<file path="config.mk">
export PLATFORM = sky130hd
export DESIGN_NAME = move_event_gen_flat
export DESIGN_NICKNAME = d
export VERILOG_FILES = /design/src/rtl/move_event_gen_pkg.sv /design/src/rtl/move_event_gen_if.sv /design/src/rtl/move_event_gen_debounce.sv /design/src/rtl/move_event_gen.sv /design/src/flat_wrapper.sv
export SDC_FILE = /design/constraint.sdc
export NUM_CORES = 1
export LEC_CHECK = 0
export CAP_MARGIN = 20
export CORE_UTILIZATION = 45
export CTS_CLUSTER_DIAMETER = 30
export DETAILED_ROUTE_END_ITERATION = 8
export DONT_BUFFER_PORTS = 1
export GPL_TIMING_DRIVEN = 0
export MAX_ROUTING_LAYER = met4
export PLACE_DENSITY = 0.67
export SYNTH_ARGS = -nofsm -noshare
export SYNTH_HDL_FRONTEND = slang
export SYNTH_HIERARCHICAL = 1
export SYNTH_SLANG_ARGS = --single-unit
export TNS_END_PERCENT = 10
</file>
<file path="constraint.sdc">
create_clock -name Clk -period 2.8 [get_ports Clk]
set_clock_uncertainty 0.1 [all_clocks]
set_input_delay 0.42 -clock Clk [delete_from_list [all_inputs] [get_ports Clk]]
set_output_delay 0.42 -clock Clk [all_outputs]
set_load 0.02 [all_outputs]
</file>
<file path="src/rtl/move_event_gen_pkg.sv">
// rtl/move_event_gen_pkg.sv - shared direction type and button count for the move event generator
package game_pkg;

   localparam int NUM_BTNS = 4;

   typedef enum logic [1:0] {
      DIR_UP    = 2'd0,
      DIR_DOWN  = 2'd1,
      DIR_LEFT  = 2'd2,
      DIR_RIGHT = 2'd3
   } dir_t;

   // Fixed priority up > down > left > right: lower-priority tests first, winner overwrites
   function automatic dir_t pick_dir(input logic [NUM_BTNS-1:0] edges);
      dir_t d;
      d = DIR_UP;
      if (edges[3]) d = DIR_RIGHT;
      if (edges[2]) d = DIR_LEFT;
      if (edges[1]) d = DIR_DOWN;
      if (edges[0]) d = DIR_UP;
      return d;
   endfunction

endpackage

</file>
<file path="src/rtl/move_event_gen_if.sv">
// rtl/move_event_gen_if.sv - valid/ready move event channel toward the board-update FSM
interface move_event_gen_if;
   import game_pkg::*;

   logic move_valid;
   logic move_ready;
   dir_t move_dir;

   modport master (
      output move_valid,
      output move_dir,
      input  move_ready
   );

   modport slave (
      input  move_valid,
      input  move_dir,
      output move_ready
   );

endinterface

</file>
<file path="src/rtl/move_event_gen_debounce.sv">
// rtl/move_event_gen_debounce.sv - per-button debounce counter, stable level and press edge
module btn_debounce #(
   parameter int DEBOUNCE_CYCLES = 50000,
   parameter int CNT_W           = 16
) (
   input  logic Clk,
   input  logic Reset_n,
   input  logic p,
   output logic stable,
   output logic press
);

   localparam logic [CNT_W-1:0] CNT_LAST = CNT_W'(DEBOUNCE_CYCLES - 1);

   logic [CNT_W-1:0] cnt_q, cnt_d;
   logic             stable_q, stable_d;
   logic             prev_q, prev_d;

   always_comb begin
      cnt_d    = cnt_q;
      stable_d = stable_q;
      prev_d   = stable_q;
      if (p == stable_q) begin
         cnt_d = '0;
      end else if (cnt_q == CNT_LAST) begin
         stable_d = p;
         cnt_d    = '0;
      end else begin
         cnt_d = cnt_q + CNT_W'(1);
      end
   end

   always_ff @(posedge Clk or negedge Reset_n) begin
      if (!Reset_n) begin
         cnt_q    <= '0;
         stable_q <= 1'b0;
         prev_q   <= 1'b0;
      end else begin
         cnt_q    <= cnt_d;
         stable_q <= stable_d;
         prev_q   <= prev_d;
      end
   end

   assign stable = stable_q;
   // Edge is seen in the cycle after the flip registers; releases are ignored
   assign press  = stable_q & ~prev_q;

endmodule

</file>
<file path="src/rtl/move_event_gen.sv">
// rtl/move_event_gen.sv - turns four debounced direction buttons into single move events
module move_event_gen
   import game_pkg::*;
#(
   parameter int DEBOUNCE_CYCLES = 50000,
   parameter int CNT_W           = 16,
   parameter bit ACTIVE_LOW      = 1'b1
) (
   input  logic                Clk,
   input  logic                Reset_n,
   input  logic [NUM_BTNS-1:0] btn_sync,
   move_event_gen_if.master    mv,
   output logic [NUM_BTNS-1:0] btn_state,
   output logic                overflow
);

   logic [NUM_BTNS-1:0] p;
   logic [NUM_BTNS-1:0] stable;
   logic [NUM_BTNS-1:0] press;

   logic valid_q, valid_d;
   dir_t dir_q, dir_d;
   logic free;
   logic cand;
   logic multi;

   assign p = btn_sync ^ {NUM_BTNS{ACTIVE_LOW}};

   for (genvar i = 0; i < NUM_BTNS; i++) begin : g_btn
      btn_debounce #(
         .DEBOUNCE_CYCLES(DEBOUNCE_CYCLES),
         .CNT_W          (CNT_W)
      ) u_debounce (
         .Clk    (Clk),
         .Reset_n(Reset_n),
         .p      (p[i]),
         .stable (stable[i]),
         .press  (press[i])
      );
   end

   always_comb begin
      valid_d  = valid_q;
      dir_d    = dir_q;
      free     = !valid_q || mv.move_ready;
      cand     = |press;
      multi    = |(press & (press - NUM_BTNS'(1)));
      if (cand && free) begin
         valid_d = 1'b1;
         dir_d   = pick_dir(press);
      end else if (!cand && mv.move_ready) begin
         valid_d = 1'b0;
      end
      // Any edge that did not make it into the slot: priority losers or a full slot
      overflow = multi || (cand && !free);
   end

   always_ff @(posedge Clk or negedge Reset_n) begin
      if (!Reset_n) begin
         valid_q <= 1'b0;
         dir_q   <= DIR_UP;
      end else begin
         valid_q <= valid_d;
         dir_q   <= dir_d;
      end
   end

   assign mv.move_valid = valid_q;
   assign mv.move_dir   = dir_q;
   assign btn_state     = stable;

endmodule

</file>
<file path="src/flat_wrapper.sv">
// flat-port wrapper written by rule: the top's interface ports become plain ports
module move_event_gen_flat import game_pkg::*;
#(
   parameter int DEBOUNCE_CYCLES = 50000,
   parameter int CNT_W           = 16,
   parameter bit ACTIVE_LOW      = 1'b1
)
  (Clk, Reset_n, btn_sync, btn_state, overflow, mv_move_valid, mv_move_dir, mv_move_ready);
  move_event_gen_if mv_i ();
  input  logic Clk;
  input  logic Reset_n;
  input  logic [NUM_BTNS-1:0] btn_sync;
  output logic [NUM_BTNS-1:0] btn_state;
  output logic overflow;
  output wire logic [$bits(mv_i.move_valid)-1:0] mv_move_valid;
  output wire logic [$bits(mv_i.move_dir)-1:0] mv_move_dir;
  input wire logic [$bits(mv_i.move_ready)-1:0] mv_move_ready;
  assign mv_move_valid = mv_i.move_valid;
  assign mv_move_dir = mv_i.move_dir;
  assign mv_i.move_ready = mv_move_ready;
  move_event_gen #(.DEBOUNCE_CYCLES(DEBOUNCE_CYCLES), .CNT_W(CNT_W), .ACTIVE_LOW(ACTIVE_LOW)) u_core (.Clk(Clk), .Reset_n(Reset_n), .btn_sync(btn_sync), .mv(mv_i), .btn_state(btn_state), .overflow(overflow));
endmodule
</file>
# --- Word-level counts from Yosys, hierarchy flattened ---
# Cells that the tools add are included.
# Widths: inputs -> output; s select.
totals:
  register_bits: 75
  word_cells: 70
op_classes:
  n_addsub: 5
  eq_ne: 8
  mux: 14
  n_bitwise: 14
  reduce_logical: 15
op_table:
  columns: ["operator", "n"]
  rows:
  - ["$mux 16", 8]
  - ["$add 16x1->16 const B", 4]
  - ["$eq 16x16->1 const B", 4]
  - ["$mux 2", 4]
  - ["$not 1->1", 8]
  - ["$reduce_and 2->1", 4]
  - ["$reduce_or 4->1", 2]
  - ["$and 1x1->1", 4]
  - ["$and 4x4->4", 1]
  - ["$eq 1x1->1", 4]
  - ["$not 4->4", 1]
  - ["$sub 4x1->4 const B", 1]
  - ["$logic_and 1x1->1", 3]
  - ["$logic_not 1->1", 3]
  - ["$logic_or 1x1->1", 2]
  - ["$mux 1", 2]
  - ["$reduce_bool 2->1", 1]

# --- Depth between registers and ports, before layout ---
depth:
  depth_word: 7
  ltp_mapped: 6
  depth_no_buf: 5

# --- Cells and area by module ---
# The synthesis kept the hierarchy.
by_module_without_submodules:
  columns: ["module", "instances", "cells_per_inst", "area_per_inst_um2", "seq_area_each_um2"]
  rows:
  - ["btn_debounce", 4, 86, 892.1, 450.4]
  - ["move_event_gen", 1, 24, 197.7, 75.1]

# --- Worst setup path after synthesis ---
# Ideal clock, no wire load.
synth_timing:
  path_type: "reg2reg"
  from: "register u_core.g_btn[0].u_debounce.cnt_q[10]"
  to: "register u_core.g_btn[0].u_debounce.stable_q"
  setup_ps: 125
  arrival_ps: 1770
  t_required_ps: 2575
  slack_ps: 805
  stages_incl_launch_ff: 4
  path_buffers: 0
  synth_period_minus_slack_ps: 1995
  path_cell_list: "dfrtp_1 -> or4b_1 -> or4_4 -> mux2_4"
synth_between:
  elab_chain_len: 2
synth_rtl:
  columns: ["item", "line", "source"]
  rows:
  - ["start: declaration", "move_event_gen_debounce.sv:15", "logic [CNT_W-1:0] cnt_q, cnt_d;"]
  - ["start signal: assignment", "move_event_gen_debounce.sv:39", "cnt_q <= cnt_d;"]
  - ["$eq 16x16->1", "move_event_gen_debounce.sv:25", "end else if (cnt_q == CNT_LAST) begin"]
  - ["$reduce_and 2->1 (no line)", null, null]
  - ["end signal: assignment", "move_event_gen_debounce.sv:40", "stable_q <= stable_d;"]
  - ["end: declaration", "move_event_gen_debounce.sv:16", "logic stable_q, stable_d;"]
# Every way passes these cells.
# A chain may end at the register's enable or synchronous reset.

# --- Final worst setup path ---
layout_timing:
  from: "register u_core.g_btn[3].u_debounce.stable_q"
  to: "output overflow"
layout_between:
  elab_chain_len: 5
  word_cells_on_any_way: 7
  cone_classes: "add/sub (1); bitwise (2); reduce/logical (4)"
layout_rtl:
  columns: ["item", "line", "source"]
  rows:
  - ["start: declaration", "move_event_gen_debounce.sv:16", null]
  - ["start signal: assignment", "move_event_gen_debounce.sv:40", null]
  - ["$and 1x1->1 (*)", "move_event_gen_debounce.sv:47", "assign press = stable_q & ~prev_q;"]
  - ["named net u_core.press[3]", "move_event_gen.sv:19", "logic [NUM_BTNS-1:0] press;"]
  - ["$sub 4x1->4", "move_event_gen.sv:47", "multi = |(press & (press - NUM_BTNS'(1)));"]
  - ["$and 4x4->4", "move_event_gen.sv:47", null]
  - ["$reduce_or 4->1", "move_event_gen.sv:47", null]
  - ["$logic_or 1x1->1 (*)", "move_event_gen.sv:55", "overflow = multi || (cand && !free);"]
  - ["end: declaration", "flat_wrapper.sv:14", "output logic overflow;"]
# The timed path passes the listed nets; every way through them passes the cells marked *.

==> reports/qor.yml <==
post-route-period-util_pct: 89.87
ir_drop_mv: 0.3311
rsz0062_at_grt: "false"
core_sq_um: 8175
synth_area_sq_um: 3766
mostFrequentLayoutCells: "75 x dfrtp_1, 67 x nor2_1, 28 x xor2_1, 28 x xnor2_1"
drv_slew: 0
synth-seq-cells: 75
slowest_delay_ns: 0.54
cap_violations: 0
r2r_start: "u_core/g_btn[0].u_debounce/cnt_q[10]"
hold_class: "in2reg"
synth_nets: 379
final_common_cell: "dfrtp_1"
vias: 2612
grt_pass1_vias: 2457
nets: 392
ioPinCount: 15
path_class: "reg2out"
pwr-share-comb_pct: 7.5
ys.flop_type: "dfrtp_1"
vias_per_cell: 5.320
clock-sinks: 75
leakagePower_nw: 1.650
die_area_sq_um: 8739
crit_start: "u_core/g_btn[3].u_debounce/stable"
hold_viol: 0
seqCellArea_sq_um: 1877
detail_route.iter0.violations: 154
drtAntennaViolNets: 0
routabilityCongestion: 0.8141
crit_arrival_ns: 2.00
fin_area_sq_um: 4139
maxSlewHeadroom_pct: 65.98
clk_pin_slew_ns: 0.08
wl_per_cell_microns: 13.36
required_ns: 2.28
clockBufferDepth: 2
synth.yosys.warnings: 6
grt_pass1_wl_microns: 11340
hold_path.startpoint: "btn_sync[0]"
die_w_microns: 93.48
drc: 0
post_dp_cell_area_sq_um: 3897
tritoncts: "done"
dr.pass1.iters: 4
synth.distinct_cells: 35
ys_seq_area_share_pct: 49.83
cts_max_level: 3
crit_buf_inv: 0
diodes: 0
fin_tns_setup_ns: 0
p_sw_w: 0.0005710
fillers: 741
clock_latency_ns: 0.35
finalCriticalPeriod_ns: 2.516
multi_input_area_sq_um: 1792
tightest_slew_ns: 0.5076
root_buffer: "clkbuf_8"
synth_async_sr_flop_share_pct: 100.0
grt_start_max_net_pins: 76
start_util_pct: 46.07
p_int_w: 0.001604
antenna_found_initial: 0
synth_edf_count: 0
syn_area_per_cell_sq_um: 10.23
finalWirelength_microns: 6560
cpLargestDelayFamily: "simple AND/OR/NAND/NOR gates"
area_growth_syn_to_layout_pct: 9.900
powerDensity_nw_per_um2: 525.4
detailed_place_hpwl_microns: 4441
worst_setup_path_end_kind: "output port"
cts_buffers: 9
num_rows: 33
drive_gt1_share_pct: 11.66
track_usage_pct: 17.33
status: "finished clean"
p_clk_share_pct: 38.3
grt_overflow: 0
swShare_pct: 26.25
die_height_microns: 93.48
crit_chain: "nor2b_1, a2111oi_1, nor3_2"
syn-instance-count: 368
crit_fanout: 5
seqPwrFrac_pct: 54.2
critical-path-slowest-cell: "dfrtp_1"
max_freq_mhz: 397.4
portBuffers: 0
setup_viol: 0
start_kind: "flop"
[metal layers]
metal / GRT usage, % / routed length (microns) / share of wire (%) / vias to the layer above
met5: - / 0 / 0 / -
met4: 8.846 / 108 / 1.6 / 0
met3: 3.089 / 136 / 2.1 / 11
met2: 26.04 / 3007 / 46 / 28
met1: 22.57 / 3308 / 50 / 1258
li1: - / - / - / 1315
[worst paths after layout]
kind | end | slack (ns) | depth (start not counted)
max | overflow | 0.28 | 3
min | u_core/g_btn[0].u_debounce/stable | 0.21 | 2
max reg2reg | u_core/g_btn[0].u_debounce/cnt_q[12] | 0.69 | 5
min reg2reg | u_core/g_btn[1].u_debounce/cnt_q[0] | 0.40 | 1
max in group asynchronous | u_core/g_btn[2].u_debounce/prev_q | 1.79 | 2
min in group asynchronous | u_core/g_btn[0].u_debounce/cnt_q[10] | 0.51 | 2
[Yosys cell counts, types with 5 or more instances]
library cell   n  area, sq um
dfrtp_1       75         1877
inv_1         10        37.54
nand2_1       17        63.81
nand3_1       24        120.1
nand4_1       24        150.1
nor2_1        67        251.5
nor2b_1        5        31.28
nor3_1         9        45.04
nor4_1         9        56.30
xnor2_1       28        245.2
xor2_1        28        245.2
[registers in the layout (all words and copies together) (netlist names)]
| register | flops |
|---|---|
| u_core/mv.move_dir | 2 |
| u_core/g_btn.u_debounce/cnt_q | 64 |
| u_core/g_btn.u_debounce/stable | 4 |
| u_core/mv.move_valid | 1 |
| u_core/g_btn.u_debounce/prev_q | 4 |
[timing repair]
item,in CTS,in global routing
buffers inserted,0,0
resized for setup,1,0
setup endpoints to repair,1,0
hold endpoints to repair,75,0
hold buffers,2,0
[through the flow]
stage	util (%)	instances	hold slack [ns]	worst slack (ns)	total power [W]
detailed placement	47.67	473	0.02627	0.3925	0.001338
CTS	50.63	491	0.1840	0.2225	0.002216
finish	50.63	491	0.2056	0.2837	0.002175
global placement	47.67	473	0.02598	0.4305	0.001333
floorplan	-	368	0.02441	0.8053	0.001299
global route	50.63	491	0.1766	0.1712	0.002282
[final cells by class]
type                       instances  share of cell area [%]
tap                              105                   3.174
clock inverter                     7                   1.814
sequential                        75                   45.34
multi-input combinational        274                   43.29
inverter                          10                  0.9069
buffer                             9                   1.572
timing repair buffer               2                  0.9069
clock buffer                       9                   2.993
[power groups by stage]
stage	clock [W]	combinational [W]	sequential, W
2_1_floorplan	0	0.000112	0.00119
3_3_place_gp	0	0.000135	0.00120
3_5_place_dp	0	0.000137	0.00120
4_1_cts	0.000870	0.000168	0.00118
5_1_grt	0.000912	0.000183	0.00119
6_report	0.000834	0.000163	0.00118
[kinds of logic (layout without fill, tap and decap cells)]
family,count (synthesis),count (layout),share of synthesized area [%]
AO/OA/AOI/OAI,13,13,2.625
multiplexers,4,4,1.595
adder cells (fa/ha/maj),4,4,1.329
flip-flops,75,75,49.83
buffers and inverters,19,37,2.724
AND/OR/NAND/NOR,197,197,28.87
XOR/XNOR,56,56,13.02
No activity file was read; power rests on OpenSTA's default activity.
